===== src/rtl/cache_mem_arbiter.sv =====
// cache_mem_arbiter
//   Owns the single shared pipelined main memory on behalf of the I-cache and D-cache.
//   Sequences 8-word block fills on a miss (back-to-back read issue, streamed fill into the
//   grantee's data array, then one metadata write pulse) and one-cycle write-through stores.
//
// Ports
//   clk, rst                     clock, asynchronous active-low reset
//   icache_miss/_addr            I-cache miss request, held until its tag is written
//   dcache_miss/_addr            D-cache miss request, held until its tag is written
//   dcache_wr_req/_addr/_data    D-cache write-through store request
//   mem_enable/wr/addr/data_out  memory request (registered)
//   mem_data_valid/mem_data_in   memory read return, MEM_LATENCY cycles after issue
//   fill_addr/fill_data          word being written into a cache data array
//   icache_/dcache_fill_wen      data-array write enables (same cycle as read return)
//   icache_/dcache_tag_wen       one-cycle metadata write pulse at the end of a fill
//   icache_/dcache_stall         pipeline stalls (combinational)
//   wr_ack                       one-cycle pulse in the cycle a store is issued
module cache_mem_arbiter #(
  parameter int unsigned MEM_LATENCY     = 4,
  parameter int unsigned WORDS_PER_BLOCK = 8,
  parameter int unsigned ADDR_W          = 16
) (
  input  logic              clk,
  input  logic              rst,
  input  logic              icache_miss,
  input  logic [ADDR_W-1:0] icache_miss_addr,
  input  logic              dcache_miss,
  input  logic [ADDR_W-1:0] dcache_miss_addr,
  input  logic              dcache_wr_req,
  input  logic [ADDR_W-1:0] dcache_wr_addr,
  input  logic [15:0]       dcache_wr_data,
  output logic              mem_enable,
  output logic              mem_wr,
  output logic [ADDR_W-1:0] mem_addr,
  output logic [15:0]       mem_data_out,
  input  logic              mem_data_valid,
  input  logic [15:0]       mem_data_in,
  output logic [ADDR_W-1:0] fill_addr,
  output logic [15:0]       fill_data,
  output logic              icache_fill_wen,
  output logic              dcache_fill_wen,
  output logic              icache_tag_wen,
  output logic              dcache_tag_wen,
  output logic              icache_stall,
  output logic              dcache_stall,
  output logic              wr_ack
);

  // Counters must hold 0..WORDS_PER_BLOCK; byte offset bits cover a whole block of 16-bit words.
  localparam int unsigned CntW = $clog2(WORDS_PER_BLOCK + 1);
  localparam int unsigned OffW = $clog2(WORDS_PER_BLOCK) + 1;
  localparam logic [CntW-1:0] Words    = CntW'(WORDS_PER_BLOCK);
  localparam logic [CntW-1:0] LastWord = CntW'(WORDS_PER_BLOCK - 1);

  typedef enum logic [1:0] {StIdle, StWrite, StFill, StFinish} state_e;
  typedef enum logic [1:0] {GntNone, GntI, GntD} grant_e;

  state_e            state_q;
  grant_e            grant_q;
  grant_e            last_grant_q;
  logic [CntW-1:0]   issue_cnt_q;
  logic [CntW-1:0]   recv_cnt_q;
  logic [ADDR_W-1:0] base_q;

  logic              icache_pick;
  logic              miss_pick;
  grant_e            miss_grant;
  logic [ADDR_W-1:0] miss_base;
  logic              fill_beat;
  logic              busy;
  logic              unused_offset;

  function automatic logic [ADDR_W-1:0] word_addr(input logic [ADDR_W-1:0] base,
                                                  input logic [CntW-1:0] idx);
    return base + ADDR_W'({idx, 1'b0});
  endfunction

  // The I-cache miss jumps ahead of a pending store when the D side was served last,
  // so a stream of stores cannot starve instruction fetch. A D miss always wins.
  assign icache_pick = icache_miss && (!dcache_wr_req || (last_grant_q == GntD));
  assign miss_pick   = dcache_miss || icache_pick;
  assign miss_grant  = dcache_miss ? GntD : GntI;
  assign miss_base   = dcache_miss ? {dcache_miss_addr[ADDR_W-1:OffW], {OffW{1'b0}}}
                                   : {icache_miss_addr[ADDR_W-1:OffW], {OffW{1'b0}}};
  assign unused_offset = ^{icache_miss_addr[OffW-1:0], dcache_miss_addr[OffW-1:0]};

  always_ff @(posedge clk or negedge rst) begin
    if (!rst) begin
      state_q        <= StIdle;
      grant_q        <= GntNone;
      last_grant_q   <= GntD;
      issue_cnt_q    <= '0;
      recv_cnt_q     <= '0;
      base_q         <= '0;
      mem_enable     <= 1'b0;
      mem_wr         <= 1'b0;
      mem_addr       <= '0;
      mem_data_out   <= '0;
      wr_ack         <= 1'b0;
      icache_tag_wen <= 1'b0;
      dcache_tag_wen <= 1'b0;
    end else begin
      // Request and pulse outputs are zero unless a state drives them this cycle.
      mem_enable     <= 1'b0;
      mem_wr         <= 1'b0;
      mem_addr       <= '0;
      mem_data_out   <= '0;
      wr_ack         <= 1'b0;
      icache_tag_wen <= 1'b0;
      dcache_tag_wen <= 1'b0;

      unique case (state_q)
        StIdle: begin
          if (miss_pick) begin
            // Word 0 is issued straight out of the grant edge.
            state_q      <= StFill;
            grant_q      <= miss_grant;
            last_grant_q <= miss_grant;
            base_q       <= miss_base;
            mem_enable   <= 1'b1;
            mem_addr     <= miss_base;
            issue_cnt_q  <= CntW'(1);
          end else if (dcache_wr_req) begin
            state_q      <= StWrite;
            mem_enable   <= 1'b1;
            mem_wr       <= 1'b1;
            mem_addr     <= dcache_wr_addr;
            mem_data_out <= dcache_wr_data;
            wr_ack       <= 1'b1;
          end
        end

        StWrite: begin
          state_q <= StIdle;
        end

        StFill: begin
          if (issue_cnt_q < Words) begin
            mem_enable  <= 1'b1;
            mem_addr    <= word_addr(base_q, issue_cnt_q);
            issue_cnt_q <= issue_cnt_q + CntW'(1);
          end
          if (mem_data_valid) begin
            recv_cnt_q <= recv_cnt_q + CntW'(1);
            if (recv_cnt_q == LastWord) begin
              state_q        <= StFinish;
              icache_tag_wen <= (grant_q == GntI);
              dcache_tag_wen <= (grant_q == GntD);
            end
          end
        end

        StFinish: begin
          state_q     <= StIdle;
          grant_q     <= GntNone;
          issue_cnt_q <= '0;
          recv_cnt_q  <= '0;
        end

        default: begin
          state_q <= StIdle;
        end
      endcase
    end
  end

  // Returned words are written in the same cycle they arrive; returns outside FILL are dropped.
  assign fill_beat       = (state_q == StFill) && mem_data_valid;
  assign icache_fill_wen = fill_beat && (grant_q == GntI);
  assign dcache_fill_wen = fill_beat && (grant_q == GntD);
  assign fill_addr       = fill_beat ? word_addr(base_q, recv_cnt_q) : '0;
  assign fill_data       = fill_beat ? mem_data_in : '0;

  // Gated by rst so every output reads 0 while reset is held, even with a miss pending.
  assign busy         = (state_q != StIdle);
  assign icache_stall = rst & (icache_miss | (busy & (grant_q == GntI)));
  assign dcache_stall = rst & (dcache_miss | (dcache_wr_req & ~wr_ack) |
                               (busy & (grant_q == GntD)));

`ifndef SYNTHESIS
  // A read return during a fill must match a read issued MEM_LATENCY cycles earlier.
  a_return_latency : assert property (@(posedge clk) disable iff (!rst)
    (state_q == StFill && mem_data_valid) |-> $past(mem_enable && !mem_wr, MEM_LATENCY));
`endif

endmodule


===== config.mk =====
export PLATFORM = sky130hd
export DESIGN_NAME = cache_mem_arbiter
export DESIGN_NICKNAME = d
export VERILOG_FILES = /design/src/rtl/cache_mem_arbiter.sv
export SDC_FILE = /design/constraint.sdc
export NUM_CORES = 1
export LEC_CHECK = 0
export CAP_MARGIN = 30
export CORE_MARGIN = 3
export CORE_UTILIZATION = 40
export DETAILED_ROUTE_END_ITERATION = 10
export HOLD_SLACK_MARGIN = 0.1
export PLACE_DENSITY = 0.85
export RECOVER_POWER = 25
export SLEW_MARGIN = 10
export SYNTH_ARGS = -nofsm -noshare
export SYNTH_HDL_FRONTEND = slang
export SYNTH_SLANG_ARGS = --single-unit

===== constraint.sdc =====
create_clock -name clk -period 2 [get_ports clk]
set_input_delay 0.4 -clock clk [delete_from_list [all_inputs] [get_ports clk]]
set_output_delay 0.4 -clock clk [all_outputs]
set_load 0.05 [all_outputs]

## Yosys cells after proc, flatten, opt, wreduce, memory -nomap -nowiden

Index checks and enable logic that the tools add are counted.

| storage, ports and cells | value |
|---|---|
| register bits | 66 |
| input bits | 86 |
| output and inout bits | 73 |

| cells by class | value |
|---|---|
| magnitude comparators | 1 |
| add/subtract/negate cells | 4 |
| reductions and logical operators | 18 |
| bitwise logic cells | 9 |
| equal/unequal tests | 12 |
| mux-type cells | 35 |

Operators by type and width:

| operator | count |
|---|---|
| two-way mux 16 bit | 9 |
| adder 16 x 5 -> 16 bit | 2 |
| one-hot mux 16 bit (2 select lines) | 1 |
| two-way mux 2 bit | 6 |
| two-way mux 4 bit | 3 |
| one-hot mux 4 bit (3 select lines) | 1 |
| two-way mux 1 bit | 11 |
| adder 4 x 1 -> 4 bit, second input constant | 2 |
| equality test 2 bit, second input constant | 4 |
| inequality test 2 bit, second input constant | 4 |
| one-hot mux 4 bit (2 select lines) | 1 |
| one-hot mux 2 bit (3 select lines) | 1 |
| AND reduction 2 bit | 3 |
| AND reduction 3 bit | 2 |
| nonzero test 2 bit | 3 |
| AND 1 bit | 5 |
| equality test 2 x 1 -> 1 bit, second input constant | 2 |
| equality test 4 x 3 -> 1 bit, second input constant | 1 |
| logical AND 1 bit | 4 |
| < comparator 4 bit, second input constant | 1 |
| one-hot mux 2 bit (2 select lines) | 1 |
| inequality test 3 bit, second input constant | 1 |
| OR 1 bit | 3 |
| nonzero test 3 bit | 1 |
| other kinds (6) | 7 |

## Depth between registers and ports, before layout

| logic depth | value |
|---|---|
| depth after elaboration | 6 |
| mapped depth | 7 |
| gate-level depth less buffers | 6 |

## Worst setup path after synthesis

OpenSTA, ideal clock, no wires.

| timing path | value |
|---|---|
| path kind | reg2out |
| start point | reg recv_cnt_q[3] |
| end point | out fill_addr[10] |
| required time | 1600 ps |
| arrival time | 2059 ps |
| cell stages (with the launch flop) | 6 |
| path slack | -459 ps |
| cell sequence | dfrtp_1 -> ha_1 -> ha_1 -> nand3_1 -> or3_1 -> a21oi_1 |

| between the ends | value |
|---|---|
| longest elaborated chain between the ends | 2 |

Ends and longest elaborated chain:

| element | RTL line | text |
|---|---|---|
| start: declaration | 62 | `logic [CntW-1:0] recv_cnt_q;` |
| start signal: assignment | 144 | `recv_cnt_q <= recv_cnt_q + CntW'(1);` |
| adder 16 x 5 -> 16 bit | 75 | `return base + ADDR_W'({idx, 1'b0});` |
| two-way mux 16 bit | 171 | `assign fill_addr = fill_beat ? word_addr(base_q, recv_cnt_q) : '0;` |
| end: declaration | 38 | `output logic [ADDR_W-1:0] fill_addr,` |

No other way between the ends.

## Worst setup path in the final report

| timing path | value |
|---|---|
| start point | reg recv_cnt_q[3] |
| end point | out fill_addr[15] |

The elaborated chain is that of the path after synthesis.

==> impl_metrics.py <==
metrics = {
    "outcome": {
        "status": "finished, violations left",
        "failed_checks": "setup timing",
    },
    "timing": {
        "drv_slew": 0,
        "setup_ws_ps": -275,
        "rsz0062_at_grt": "yes",
        "worstMarginPinSlew_ps": 1480,
        "tns_ps": -1960,
        "final.period_utilization_pct": 114,
        "fin_crit_ps": 2270,
        "setup_viol": 9,
        "hold_violations": 0,
        "fin_worst_skew_ps": 8.14,
        "fmax_ghz": 0.440,
        "slew_headroom_pct": 1.18,
    },
    "worst_setup_path": {
        "max_stage_delay_ps": 390,
        "crit_chain": "ha_4 > nand4_1 > buf_6 > nor4_4 > xnor2_2 > nor2_2 > buf_12",
        "crit-reg2reg-launch": "base_q[4]$_DFFE_PN0P_",
        "cp_max_fo": 3,
        "critical_path_arrival_ps": 1870,
        "cp_slowest_cell": "dfrtp_1",
        "reg2reg_to": "mem_addr[10]$_DFF_PN0_",
        "rr_worst_depth": 8,
        "startpoint": "recv_cnt_q[3]$_DFFE_PN0P_",
        "cp-endpoint": "fill_addr[15]",
        "cp-start-kind": "flop",
        "cp.required_ps": 1600,
        "endpoint_kind": "output port",
        "crit_type": "flop to output port",
        "rrSetupSlack_ps": 110,
    },
    "synth": {
        "synthCells": 296,
        "ys_seq_area_share_pct": 50.3,
        "yosys_warnings": 0,
        "syn-cell-area_sq_um": 3090,
        "ys_types": 48,
        "synth_seq_cells": 62,
        "synthesis.nets": 387,
        "synth_area_leader_cell": "dfrtp_1",
        "synth_top_cell_area_share_pct": 49.4,
        "syn_area_per_cell_sq_um": 10.4,
        "ys_top_cells_by_area": "dfrtp_1, mux2i_1, and2_1, nor2_1, a221o_1",
    },
    "grt": {
        "antenna_found_initial": 0,
        "track_usage_pct": 24.3,
        "overflow": 0,
        "grt_pass1_vias": 3288,
        "grt_first_pass_wirelength_microns": 16300,
        "grt_start_max_net_pins": 63,
    },
    "floorplanning": {
        "die-area_sq_um": 8810,
        "core_sq_um": 7370,
        "dieWidth_microns": 93.9,
        "num_io_pins": 159,
        "rows": 31,
        "initial_core_util_pct": 41.9,
        "die_h_microns": 93.9,
    },
    "clock_network": {
        "cts-root-buf": "clkbuf_8",
        "cts_sinks": 62,
        "numCtsBuffers": 9,
        "cts.clk_slew.worst_paths_ps": 70,
        "cts_tree": "done",
        "clkLatencyLatePin_ps": 340,
        "h-tree-depth": 3,
        "cts_buffer_depth": 2,
        "cts_hold_buf": 0,
    },
    "detailed_routing": {
        "num_vias": 3092,
        "drt_iter0_drc": 123,
        "drc": 0,
        "avgViaCountPerCell": 5.28,
        "wl_microns": 10800,
        "dr.pass1.iters": 4,
        "routedWlPerCell_microns": 18.5,
        "antenna_left": 0,
    },
    "layout": {
        "final_core_util_pct": 79.1,
        "final_common_cell": "clkdlybuf4s50_1",
        "fin_nets": 573,
        "area_delta_synth_final_pct": 88.7,
        "final_cell_mix": "clkdlybuf4s50_1, dfrtp_1, buf_12, buf_4, and2_4",
        "finalInstanceArea_sq_um": 5830,
        "layout-drive-gt1-share_pct": 31.8,
        "final_cells": 586,
        "diodes": 0,
    },
    "placement": {
        "place_area_sq_um": 5150,
        "dp.cells": 547,
        "pre_cts_ws_ps": -243,
        "gp_congestion": 0.781,
        "dp_hpwl_microns": 7180,
        "numPortBuffers": 149,
    },
    "flow_run": {
        "cap_violations": 0,
    },
    "power_and_ir_drop": {
        "ir_worst_vdd_mv": 0.956,
        "p_leak_uw": 0.00271,
        "p_per_area_nw_per_um2": 1380,
    },
    "min_path": {
        "min_path_type": "input port to flop",
    },
}
## worst max-delay path, delay by kind of cell, from the launching register on
| family | cells | cell delay [ps] |
|---|---|---|
| xor+xnor | 1 | 120 |
| buf+inv | 2 | 350 |
| flops | 1 | 390 |
| simple gates | 3 | 490 |
| fa+ha+maj | 1 | 180 |
## Yosys cell counts (all sizes together)
| cell | n |
|---|---|
| a211o | 1 |
| a21o | 11 |
| a21oi | 10 |
| a221o | 11 |
| a22o | 3 |
| a2bb2oi | 1 |
| a31oi | 2 |
| a32oi | 1 |
| a41o | 1 |
| and2 | 23 |
| and2b | 1 |
| and3 | 17 |
| buf | 11 |
| clkbuf | 9 |
| conb | 1 |
| dfrtp | 61 |
| dfstp | 1 |
| ha | 5 |
| inv | 10 |
| mux2 | 1 |
| mux2i | 14 |
| nand2 | 11 |
| nand2b | 4 |
| nand3 | 4 |
| nand4 | 3 |
| nand4b | 1 |
| nor2 | 30 |
| nor2b | 2 |
| nor3 | 6 |
| nor4 | 1 |
| o21a | 2 |
| o21ai | 10 |
| o221ai | 2 |
| o2bb2ai | 4 |
| o31ai | 1 |
| o32ai | 3 |
| or2 | 1 |
| or3 | 3 |
| xnor2 | 9 |
| xor2 | 4 |
## per-layer routing
layer	GRT usage (%)	part of all wire [%]	vias up
met5	0	0	-
met4	11.6	3.6	0
met3	7.61	8.7	30
met2	42.3	52	153
met1	26.9	35	1494
li1	-	-	1415
## per-stage QoR
| step | hold slack [ps] | total power (uW) |
|---|---|---|
| 3_3_place_gp | 459 | 6070 |
| 6_report | 475 | 8030 |
| 2_1_floorplan | 104 | 4380 |
| 3_5_place_dp | 482 | 6210 |
| 5_1_grt | 489 | 8400 |
| 4_1_cts | 332 | 7800 |
## flip-flops by register name (all words and copies together) (netlist names)
signal and cells:
wr_ack 1, state_q 2, recv_cnt_q 4, dcache_tag_wen 1, last_grant_q 2, base_q 12, mem_addr 16, icache_tag_wen 1
issue_cnt_q 4, mem_enable 1, grant_q 2, mem_data_out 16
## cell families after synthesis
| family | share of synthesized area, % |
|---|---|
| buffers and inverters | 4.86 |
| DFF | 50.3 |
| other | 0.121 |
| and+or+nand+nor | 18.4 |
| xor gates and xnor gates | 3.69 |
| muxes | 4.90 |
| AOI/OAI and AO/OA | 15.8 |
| adders and majority gates | 2.03 |
## what timing repair did
action,4_1_cts,5_1_grt
buffers inserted,12,7
pin swaps,16,20
resized for setup,39,40
gates cloned,4,1
setup endpoints to repair,35,35
## layout make-up
cell class / count / area [sq um]
sequential: 62 / 1560
fill: 447 / 1540
clock inverter: 3 / 65.1
clock buffer: 13 / 169
inverter: 10 / 37.5
multi-input combinational: 205 / 1650
tap: 99 / 124
timing repair buffer: 194 / 2220
## worst min path at each step
stage | from | endpoint | cells after the start
floorplan | rst | base_q[10]$_DFFE_PN0P_ | 0
global placement | last_grant_q[0]$_DFFE_PN0P_ | last_grant_q[0]$_DFFE_PN0P_ | 2
detailed placement | last_grant_q[0]$_DFFE_PN0P_ | last_grant_q[0]$_DFFE_PN0P_ | 2
CTS | rst | base_q[7]$_DFFE_PN0P_ | 2
global route | dcache_wr_req | mem_enable$_DFF_PN0_ | 3
finish | dcache_wr_req | mem_enable$_DFF_PN0_ | 3
## power by group
part / internal, uW / switching, uW / total (uW)
Clock: 803 / 476 / 1280
Combinational: 2110 / 2550 / 4660
Sequential: 1690 / 400 / 2090
No activity file was read; power rests on OpenSTA's default activity.
